<file path="config.mk">
export PLATFORM = sky130hd
export DESIGN_NAME = adc_frontend
export DESIGN_NICKNAME = d
export VERILOG_FILES = /design/src/rtl/fanctrl_pkg.sv /design/src/rtl/adc_frontend_sync_edge.sv /design/src/rtl/adc_frontend.sv
export SDC_FILE = /design/constraint.sdc
export NUM_CORES = 1
export LEC_CHECK = 0
export CORE_ASPECT_RATIO = 0.5
export CORE_MARGIN = 2
export CORE_UTILIZATION = 37
export DETAILED_ROUTE_END_ITERATION = 8
export PLACE_DENSITY_LB_ADDON = 0.25
export SYNTH_ARGS = -nofsm -noshare
export SYNTH_HDL_FRONTEND = slang
export SYNTH_HIERARCHICAL = 1
export SYNTH_SLANG_ARGS = --single-unit
</file>
<file path="constraint.sdc">
create_clock -name clk_i -period 5.1 [get_ports clk_i]
set_input_delay 0.51 -clock clk_i [delete_from_list [all_inputs] [get_ports clk_i]]
set_output_delay 0.51 -clock clk_i [all_outputs]
set_load 0.02 [all_outputs]
</file>
<file path="src/rtl/fanctrl_pkg.sv">
// Shared fan-controller definitions: FSM state encoding, default ADC width and the
// round-half-up / saturate helper shared with the PID output stage.
package fanctrl_pkg;

  localparam int ADC_BITWIDTH_DEF = 4;

  localparam logic [1:0] ST_IDLE  = 2'd0;
  localparam logic [1:0] ST_ACCUM = 2'd1;
  localparam logic [1:0] ST_OUT   = 2'd2;

  typedef enum logic [1:0] {
    IDLE  = ST_IDLE,
    ACCUM = ST_ACCUM,
    OUT   = ST_OUT
  } state_t;

  // (val + half) >> shift, clamped to an out_bits-wide unsigned maximum.
  function automatic logic [31:0] round_sat(input logic [31:0] val, input int shift,
                                            input int out_bits);
    logic [31:0] r;
    logic [31:0] lim;
    r   = (shift > 0) ? ((val + (32'd1 << (shift - 1))) >> shift) : val;
    lim = (32'd1 << out_bits) - 32'd1;
    return (r > lim) ? lim : r;
  endfunction

endpackage

</file>
<file path="src/rtl/adc_frontend_sync_edge.sv">
// Two-flop synchronizer for an asynchronous level, plus a one-cycle rising-edge pulse.
module sync_edge (
  input  logic clk_i,
  input  logic rstn_i,
  input  logic async_i,
  output logic rise_o
);

  logic [2:0] sync_q;

  always_ff @(posedge clk_i or negedge rstn_i) begin
    if (!rstn_i) sync_q <= '0;
    else         sync_q <= {sync_q[1:0], async_i};
  end

  assign rise_o = sync_q[1] & ~sync_q[2];

endmodule

</file>
<file path="src/rtl/adc_frontend.sv">
// ADC front end: captures raw samples, averages 2**AVG_LOG2 of them with rounding and
// saturation, strobes the result and flags a stalled ADC. `define ADC_MEDIAN3_EN adds a 3-tap median.
module adc_frontend
  import fanctrl_pkg::*;
#(
  parameter int ADC_BITWIDTH = ADC_BITWIDTH_DEF,
  parameter int AVG_LOG2     = 2,
  parameter int TIMEOUT_CYC  = 1000
) (
  input  logic                    clk_i,
  input  logic                    rstn_i,
  input  logic                    clk_en_i,
  input  logic [ADC_BITWIDTH-1:0] adc_raw_i,
  input  logic                    adc_ready_i,
  input  logic                    flush_i,
  output logic [ADC_BITWIDTH-1:0] ADC_value_o,
  output logic                    dataVaild_STRB_o,
  output logic                    adc_timeout_o,
  output logic [1:0]              state_o
);

  localparam int AW = ADC_BITWIDTH + AVG_LOG2 + 1;
  localparam int CW = AVG_LOG2 + 1;
  localparam int TW = $clog2(TIMEOUT_CYC + 1);
  localparam logic [CW-1:0] NSAMP = CW'(1 << AVG_LOG2);

  state_t                  state, state_nx;
  logic [AW-1:0]           acc, acc_nx;
  logic [CW-1:0]           cnt, cnt_nx;
  logic [TW-1:0]           tmo, tmo_nx;
  logic                    pend, pend_nx;
  logic [ADC_BITWIDTH-1:0] pdata, pdata_nx;
  logic                    tflag, tflag_nx;
  logic [ADC_BITWIDTH-1:0] value, value_nx;
  logic                    strb, strb_nx;
  logic                    rise;
  logic                    take;
  logic                    restart;
  logic [ADC_BITWIDTH-1:0] sample;

  sync_edge u_ready_sync (
    .clk_i  (clk_i),
    .rstn_i (rstn_i),
    .async_i(adc_ready_i),
    .rise_o (rise)
  );

`ifdef ADC_MEDIAN3_EN
  logic [ADC_BITWIDTH-1:0] win0, win1;
  logic                    win_vld;

  function automatic logic [ADC_BITWIDTH-1:0] med3(input logic [ADC_BITWIDTH-1:0] a,
                                                   input logic [ADC_BITWIDTH-1:0] b,
                                                   input logic [ADC_BITWIDTH-1:0] c);
    if (a > b) return (b > c) ? b : ((a > c) ? c : a);
    else       return (a > c) ? a : ((b > c) ? c : b);
  endfunction

  // First sample of a fresh window acts as its own median (window preloaded with it).
  assign sample = win_vld ? med3(pdata, win0, win1) : pdata;

  always_ff @(posedge clk_i or negedge rstn_i) begin
    if (!rstn_i) begin
      win0    <= '0;
      win1    <= '0;
      win_vld <= 1'b0;
    end else if (restart) begin
      win_vld <= 1'b0;
    end else if (take) begin
      win_vld <= 1'b1;
      win0    <= pdata;
      win1    <= win_vld ? win0 : pdata;
    end
  end
`else
  assign sample = pdata;
`endif

  always_comb begin
    state_nx = state;
    acc_nx   = acc;
    cnt_nx   = cnt;
    tmo_nx   = tmo;
    pend_nx  = pend;
    pdata_nx = pdata;
    tflag_nx = tflag;
    value_nx = value;
    strb_nx  = 1'b0;
    take     = 1'b0;
    restart  = 1'b0;

    if (clk_en_i) begin
      unique case (state)
        IDLE: begin
          if (pend) begin
            take     = 1'b1;
            acc_nx   = AW'(sample);
            cnt_nx   = CW'(1);
            tmo_nx   = '0;
            state_nx = (AVG_LOG2 == 0) ? OUT : ACCUM;
          end
        end
        ACCUM: begin
          if (pend) begin
            take   = 1'b1;
            acc_nx = acc + AW'(sample);
            cnt_nx = cnt + 1'b1;
            tmo_nx = '0;
            if (cnt + 1'b1 == NSAMP) state_nx = OUT;
          end else if (32'(tmo) + 32'd1 >= 32'(TIMEOUT_CYC)) begin
            tflag_nx = 1'b1;
            acc_nx   = '0;
            cnt_nx   = '0;
            tmo_nx   = '0;
            restart  = 1'b1;
            state_nx = IDLE;
          end else begin
            tmo_nx = tmo + 1'b1;
          end
        end
        OUT: begin
          value_nx = ADC_BITWIDTH'(round_sat(32'(acc), AVG_LOG2, ADC_BITWIDTH));
          strb_nx  = 1'b1;
          acc_nx   = '0;
          cnt_nx   = '0;
          state_nx = IDLE;
        end
        default: state_nx = IDLE;
      endcase
    end

    // A new edge after consumption re-arms pending; before consumption it overwrites (newest wins).
    if (take) pend_nx = 1'b0;
    if (rise) begin
      pend_nx  = 1'b1;
      pdata_nx = adc_raw_i;
    end

    if (flush_i) begin
      acc_nx   = '0;
      cnt_nx   = '0;
      tmo_nx   = '0;
      pend_nx  = 1'b0;
      tflag_nx = 1'b0;
      value_nx = value;
      strb_nx  = 1'b0;
      state_nx = IDLE;
      take     = 1'b0;
      restart  = 1'b1;
    end
  end

  always_ff @(posedge clk_i or negedge rstn_i) begin
    if (!rstn_i) begin
      state <= IDLE;
      acc   <= '0;
      cnt   <= '0;
      tmo   <= '0;
      pend  <= 1'b0;
      pdata <= '0;
      tflag <= 1'b0;
      value <= '0;
      strb  <= 1'b0;
    end else begin
      state <= state_nx;
      acc   <= acc_nx;
      cnt   <= cnt_nx;
      tmo   <= tmo_nx;
      pend  <= pend_nx;
      pdata <= pdata_nx;
      tflag <= tflag_nx;
      value <= value_nx;
      strb  <= strb_nx;
    end
  end

  assign ADC_value_o      = value;
  assign dataVaild_STRB_o = strb;
  assign adc_timeout_o    = tflag;
  assign state_o          = state;

endmodule

</file>
==> implementation parameters, run 1 <==
Parameter                              Value

Worst setup path
  Critical path fanouts, max ... 12
  Worst r2r dst ... tmo[4]$_DFFE_PN0P_
  Critical path depth ... 7
  Highest cell delay on the worst timing path ... 0.69 ns
  Worst path bufs/invs ... 0
  Required time of the worst setup path ... 5.30 ns
  Register-to-register setup slack ... 2.39 ns
  Launch point of the worst reg-to-reg path ... tmo[0]$_DFFE_PN0P_
  Critical path startpoint ... tmo[0]$_DFFE_PN0P_
  Cell with the largest stage delay on the worst path ... a211oi_2
  Endpoint kind of the worst setup timing path ... flip-flop
  Worst endpoint data arrival time ... slightly below 3 ns
  Critical setup path kind ... reg2reg
  Worst reg-to-reg path cell count ... 7
  Sequence of cells on the critical path ... ha_1 -> and3_1 -> and3_4 -> or4b_4 -> a211oi_2 -> a21oi_1 -> mux2i_1
  Critical Path Source Type ... flip-flop
  Largest delay contributor family on the critical path ... simple AND/OR/NAND/NOR gates
  Crit path capture ... tmo[4]$_DFFE_PN0P_

Run
  Maximum Capacitance Violations ... 0

Timing
  Post-route setup TNS ... 0 ns
  Worst Tran Pin Value ... about 1.1 ns
  Number of hold-slack violations in the final timing report ... 0
  Achievable frequency ... 369 MHz
  Tightest slew margin relative to the limit ... 0.280
  Part of the cycle the worst path needs ... 0.531
  Final setup violation count ... 0
  Worst-case clock skew ... 0.00326 ns
  Pins over their slew limit ... 0
  Setup repair after global routing missed its margin ... false
  Period minus WS final ... between 2 and 3 ns

Synthesis
  Flip-flop cell with the highest count after synthesis ... dfrtp_1
  Gate count of the mapped netlist ... 204
  Post-synth EDFFs ... 0
  Cell variety after synth ... 53
  Cell Area, Synth ... 2150 sq um
  Synth Net Count ... 225
  Post-synthesis register bit count ... 36
  Avg Inst Size Synth ... between 10 and 15 sq um
  Count of synthesis-stage warnings from yosys ... 6
  Asr flop ratio synth ... 1.00
  Share of synthesized area occupied by flip-flops and latches ... 0.420

Clocking
  CTS H-Tree Depth ... 2
  Clock Sink Count ... 36
  Source-to-sink clock delay at the later pin of the worst-skew pair ... 0.28 ns
  Hold-fix buffers, CTS ... 0
  TritonCTS clock tree ... done
  Number of gates resized after CTS ... 0
  Post-CTS setup buffer count ... 0
  Master cell of the clock root buffer ... clkbuf_16
  Deepest clock path buffer count ... 2
  Inserted Clock Buffers ... 5
  Clock edge transition at the registers on the reported setup and hold paths ... 0.06 ns

Cells and area
  Layout cell share with drive strength beyond 1 ... 0.140
  Layout area overhead ... 17.6%
  Most common cell after layout, fill and taps aside ... dfrtp_1
  ANT cells ... 0
  Layout net count ... 242
  Commonest cells after routing, fill and taps aside ... dfrtp_1, nand2_1, clkdlybuf4s50_1
  Count of placed standard cells in the final layout, fillers left out ... 295
  Count of filler cells inserted in the layout ... 525

Detailed routing
  Post-route DRC violation count ... 0
  Final ANT Viol Nets ... 0
  Number of vias in the routed layout ... 1624
  Iteration count of the initial detailed-routing pass ... 4
  Avg Vias per Cell ... 5.51
  Average wire per standard cell ... 14.2 um
  Routed wire length ... 4.19 mm
  DRT iter0 DRCs ... 45

Placed design
  Port Buffer Count ... 16
  Weighted congestion at the end of routability-driven global placement ... 0.750
  Instance count after placement with tap cells included ... 287
  Estimated wirelength of the detail-placed design ... just over 3 mm

Floorplanning
  Number of placed I/O pins ... 17
  Vertical die dimension ... 57.9 um
  FP Rows ... 19
  Die X-Extent ... around 110 um
  Total die area ... 6460 sq um
  Core area ... 5540 sq um
  Effective utilization at floorplan ... 0.387

Run status
  Run status ... finished, final reports clean

Power
  Static leakage ... 1.14 nW
  Maximum ir drop on the vdd rail ... 0.000178 V
  Power Dens Cells ... slightly below 400 nW/um^2

Global route
  Grt ovf ... 0
  First-pass GRT wire length ... about 7.4 mm
  Vias in the first global route ... 1553
  Maximum number of pins on one net before global-route repair ... 37
  Total routing resource utilization after global routing ... 0.142
  Number of antenna violations at the first check in global routing ... 0

Hold path
  Path class of the lowest-slack min-delay path ... reg2reg
logic make-up (layout without fill, tap and decap cells):
kind of cell / Yosys count / count (layout) / share of synthesized area
flip-flops: 36 / 36 / 0.420
AO/OA/AOI/OAI: 59 / 59 / 0.216
AND/OR/NAND/NOR: 68 / 68 / 0.169
multiplexers: 11 / 11 / 0.0630
XOR/XNOR: 6 / 6 / 0.0245
adder cells (fa/ha/maj): 12 / 12 / 0.0735
buffers and inverters: 12 / 30 / 0.0338
stage by stage:
step / cell area (sq um) / hold slack, ns / worst slack, ns / total power, mW / utilization
finish: 2520 / 0.349 / 2.39 / 0.979 / 0.455
floorplan: 2150 / 0.214 / 2.82 / 0.569 / -
global route: 2520 / 0.370 / 2.24 / 1.05 / 0.455
global placement: 2350 / 0.333 / 2.32 / 0.633 / 0.425
detailed placement: 2350 / 0.337 / 2.25 / 0.639 / 0.425
CTS: 2520 / 0.351 / 2.41 / 0.991 / 0.455
flip-flops by register name, summed over array words and instances, names as in the netlist:
register and flops:
pend 1, state_o 2, pdata 4, acc 7, ADC_value_o 4, u_ready_sync/sync_q 3, dataVaild_STRB_o 1, adc_timeout_o 1
cnt 3, tmo 10
worst min-delay path by stage:
stage | startpoint | to | slack (ns) | depth (start not counted)
final | u_ready_sync/sync_q[0]$_DFF_PN0_ | u_ready_sync/sync_q[1]$_DFF_PN0_ | 0.35 | 0
after global routing | u_ready_sync/sync_q[0]$_DFF_PN0_ | u_ready_sync/sync_q[1]$_DFF_PN0_ | 0.37 | 0
after global placement | u_ready_sync/sync_q[0]$_DFF_PN0_ | u_ready_sync/sync_q[1]$_DFF_PN0_ | 0.33 | 0
after CTS | u_ready_sync/sync_q[0]$_DFF_PN0_ | u_ready_sync/sync_q[1]$_DFF_PN0_ | 0.35 | 0
after floorplan | rstn_i | ADC_value_o[0]$_DFFE_PN0P_ | 0.21 | 0
after detailed placement | u_ready_sync/sync_q[0]$_DFF_PN0_ | u_ready_sync/sync_q[1]$_DFF_PN0_ | 0.34 | 0
worst register-to-register path: stages (launching register included):
cell and delay [ns]:
dfrtp_1 0.44, ha_1 0.27, and3_1 0.24, and3_4 0.17
or4b_4 0.50, a211oi_2 0.69, a21oi_1 0.16, mux2i_1 0.15
cell type report:
type                            count  area [sq um]  area share
Timing Repair Buffer               18           175      0.0694
Clock buffer                        5           125      0.0496
Multi-Input combinational cell    156          1170       0.465
Inverter                            4          15.0     0.00595
Tap cell                           73          91.3      0.0362
Sequential cell                    36           901       0.357
Clock inverter                      3          42.5      0.0169
per-layer routing:
layer / wire [um] / track usage
met3: 95 / 0.0314
met5: 0 / 0
met2: 1990 / 0.245
met4: 53 / 0.0476
met1: 2050 / 0.181
where the power goes:
| part | switching (mW) | leakage [nW] | internal, mW |
|---|---|---|---|
| Combinational | 0.143 | 0.585 | 0.131 |
| Clock | 0.117 | 0.0798 | 0.229 |
| Sequential | 0.0399 | 0.478 | 0.319 |
synthesized netlist by cell type (3+ instances only):
| cell | instances | share of area |
|---|---|---|
| a21oi_1 | 6 | 0.014 |
| mux2i_1 | 3 | 0.014 |
| o21ai_0 | 7 | 0.016 |
| o31ai_1 | 5 | 0.017 |
| a22o_1 | 6 | 0.024 |
| a31oi_1 | 3 | 0.0087 |
| nor2_1 | 12 | 0.021 |
| mux2_4 | 4 | 0.028 |
| and3_1 | 3 | 0.0087 |
| mux2_2 | 4 | 0.021 |
| xor2_1 | 3 | 0.012 |
| nand3_1 | 9 | 0.021 |
| xnor2_1 | 3 | 0.012 |
| a21o_1 | 6 | 0.021 |
| o22a_1 | 5 | 0.020 |
| o41ai_1 | 3 | 0.012 |
| ha_1 | 11 | 0.064 |
| inv_1 | 4 | 0.0070 |
| nand2_1 | 24 | 0.042 |
| nand2b_1 | 4 | 0.012 |
| dfrtp_1 | 36 | 0.42 |
(Power assumes the default switching activity.)
==> run 2: changes to the inputs <==
==> constraint.sdc (replaced) <==
create_clock -name clk_i -period 2.5 [get_ports clk_i]
set_input_delay 0.25 -clock clk_i [delete_from_list [all_inputs] [get_ports clk_i]]
set_output_delay 0.25 -clock clk_i [all_outputs]
set_load 0.02 [all_outputs]
==> run 2 against run 1 <==
Effect of this change: critical path depth up 1; critical path type unchanged; combinational power up 120%; routed wire length up 2.5%; largest cell class unchanged.
==> implementation parameters, run 2 (synthesized netlist as in run 1, its figures left out) <==
Parameter                              Value

Run status
  Run status ... finished, final reports clean

Timing
  Post-route setup TNS ... 0 ns
  Setup ws final ... roughly 0.19 ns
  Worst Tran Pin Value ... 0.519 ns
  Worst-case clock skew ... 0.00378 ns
  Part of the cycle the worst path needs ... 0.925
  Period minus WS final ... 2.31 ns
  Pins over their slew limit ... 0
  Tightest slew margin relative to the limit ... 0.654
  Achievable frequency ... 432 MHz
  Tightest hold margin ... about 0.35 ns
  Number of hold-slack violations in the final timing report ... 0
  Setup repair after global routing missed its margin ... false
  Final setup violation count ... 0

Floorplanning
  Vertical die dimension ... between 50 and 60 um
  FP Rows ... 19
  Core area ... between 5000 and 6000 sq um
  Number of placed I/O pins ... 17
  Total die area ... approximately 6500 sq um
  Effective utilization at floorplan ... 0.387
  Die X-Extent ... 112 um

Global route
  Vias in the first global route ... 1582
  First-pass GRT wire length ... 7.42 mm
  Maximum number of pins on one net before global-route repair ... 37
  Met3 global-route usage ... 0.0314
  Busiest metal layer after global routing ... met2
  Fraction of met2 tracks used by global routing ... 0.257
  Number of antenna violations at the first check in global routing ... 0
  Total routing resource utilization after global routing ... 0.145
  Met1 track demand over resource ... 0.177
  Grt ovf ... 0

Run
  Maximum Capacitance Violations ... 0

Clocking
  Clock Sink Count ... 36
  Clock edge transition at the registers on the reported setup and hold paths ... 0.05 ns
  CTS H-Tree Depth ... 2
  Master cell of the clock root buffer ... clkbuf_16
  Source-to-sink clock delay at the later pin of the worst-skew pair ... 0.28 ns
  TritonCTS clock tree ... done
  Inserted Clock Buffers ... 5
  Deepest clock path buffer count ... 2
  Hold-fix buffers, CTS ... 0

Hold path
  Path class of the lowest-slack min-delay path ... reg2reg

Placed design
  Port Buffer Count ... 16
  Setup Slack @ Placement ... 0.0867 ns
  Estimated wirelength of the detail-placed design ... 3.12 mm
  Weighted congestion at the end of routability-driven global placement ... between 0.7 and 0.8

Detailed routing
  Post-route DRC violation count ... 0
  DRT iter0 DRCs ... 70
  Iteration count of the initial detailed-routing pass ... 4
  Routed wire length ... 4.30 mm
  Average wire per standard cell ... 14.3 um
  Number of vias in the routed layout ... 1634
  Avg Vias per Cell ... 5.43
  Final ANT Viol Nets ... 0

Power
  Static leakage ... 1.17 nW
  Final total power ... 1.98 mW
  Power Dens Cells ... around 770 nW/um^2
  Maximum ir drop on the vdd rail ... 0.000326 V

Worst setup path
  Required time of the worst setup path ... 2.67 ns
  Critical Path Source Type ... flip-flop
  Endpoint kind of the worst setup timing path ... flip-flop
  Critical setup path kind ... reg2reg
  Worst endpoint data arrival time ... approximately 2.5 ns
  Critical path fanouts, max ... 8

Cells and area
  Max reg flops ... 10
  Layout net count ... 249
  Area of all sequential standard cells ... about 900 sq um
  Layout cell share with drive strength beyond 1 ... 0.180
  Register with the most flip-flops ... tmo
  ANT cells ... 0
  Layout area overhead ... 20.0%
  Multi-input combinational cell area ... 1190 sq um
  Most common cell after layout, fill and taps aside ... dfrtp_1
  Commonest cells after routing, fill and taps aside ... dfrtp_1, nand2_1, clkdlybuf4s50_1
  Leading registers by flop count ... tmo x10, acc x7
  Count of filler cells inserted in the layout ... 520
## run 2: changes by cell type in the layout (fill, tap and decap cells not counted), sizes merged
cell,delta
buf,+7
clkbuf,+2
bufinv,-1
clkinv,-1
clkinvlp,-1
## run 2: area by class of cell
cell class / count / area share
multi-input cells: 156 / 0.461
well taps: 73 / 0.0355
flip-flops and latches: 36 / 0.350
repair buffers: 25 / 0.0884
inverters: 4 / 0.00583
clock buffers: 7 / 0.0593
## run 2: where the power goes
part           internal, mW  switching (mW)
combinational         0.294           0.305
clock                 0.418           0.233
sequential            0.651          0.0761
total                  1.36           0.615
## run 2: metrics by stage
step | utilization | cell area [sq um] | cells
global route | 0.465 | 2570 | 301
detailed placement | 0.435 | 2410 | 294
floorplan | - | 2150 | 204
global placement | 0.435 | 2410 | 294
CTS | 0.462 | 2560 | 301
finish | 0.465 | 2570 | 301
## run 2: critical path: stages, from the launching register on
cell       delay, ns
dfrtp_2         0.41
ha_2            0.23
nand3_1         0.14
a2111oi_2       0.35
o221a_2         0.30
a21oi_4         0.10
buf_4           0.19
a211o_1         0.27
a22o_1          0.22
## run 2: layer usage
| metal | vias up | part of all wire |
|---|---|---|
| met3 | 4 | 0.030 |
| li1 | 809 | - |
| met5 | - | 0 |
| met4 | 0 | 0.010 |
| met2 | 22 | 0.49 |
| met1 | 799 | 0.47 |
## run 2: repair_timing
action / 4_1_cts / 5_1_grt
buffers inserted: 0 / 0
resized for setup: 0 / 5
setup endpoints to repair: 0 / 10
## run 2: final timing paths
| kind | end | from | slack [ns] | cells after the start |
|---|---|---|---|---|
| hold / removal | u_ready_sync/sync_q[1]$_DFF_PN0_ | u_ready_sync/sync_q[0]$_DFF_PN0_ | 0.35 | 0 |
| hold reg to reg | u_ready_sync/sync_q[1]$_DFF_PN0_ | u_ready_sync/sync_q[0]$_DFF_PN0_ | 0.35 | 0 |
| setup reg to reg | acc[5]$_DFFE_PN0P_ | tmo[1]$_DFFE_PN0P_ | 0.19 | 8 |
| max in group asynchronous | tmo[1]$_DFFE_PN0P_ | rstn_i | 1.74 | 2 |
| setup / recovery | acc[5]$_DFFE_PN0P_ | tmo[1]$_DFFE_PN0P_ | 0.19 | 8 |
| min in group asynchronous | pdata[0]$_DFFE_PN0P_ | rstn_i | 0.40 | 2 |
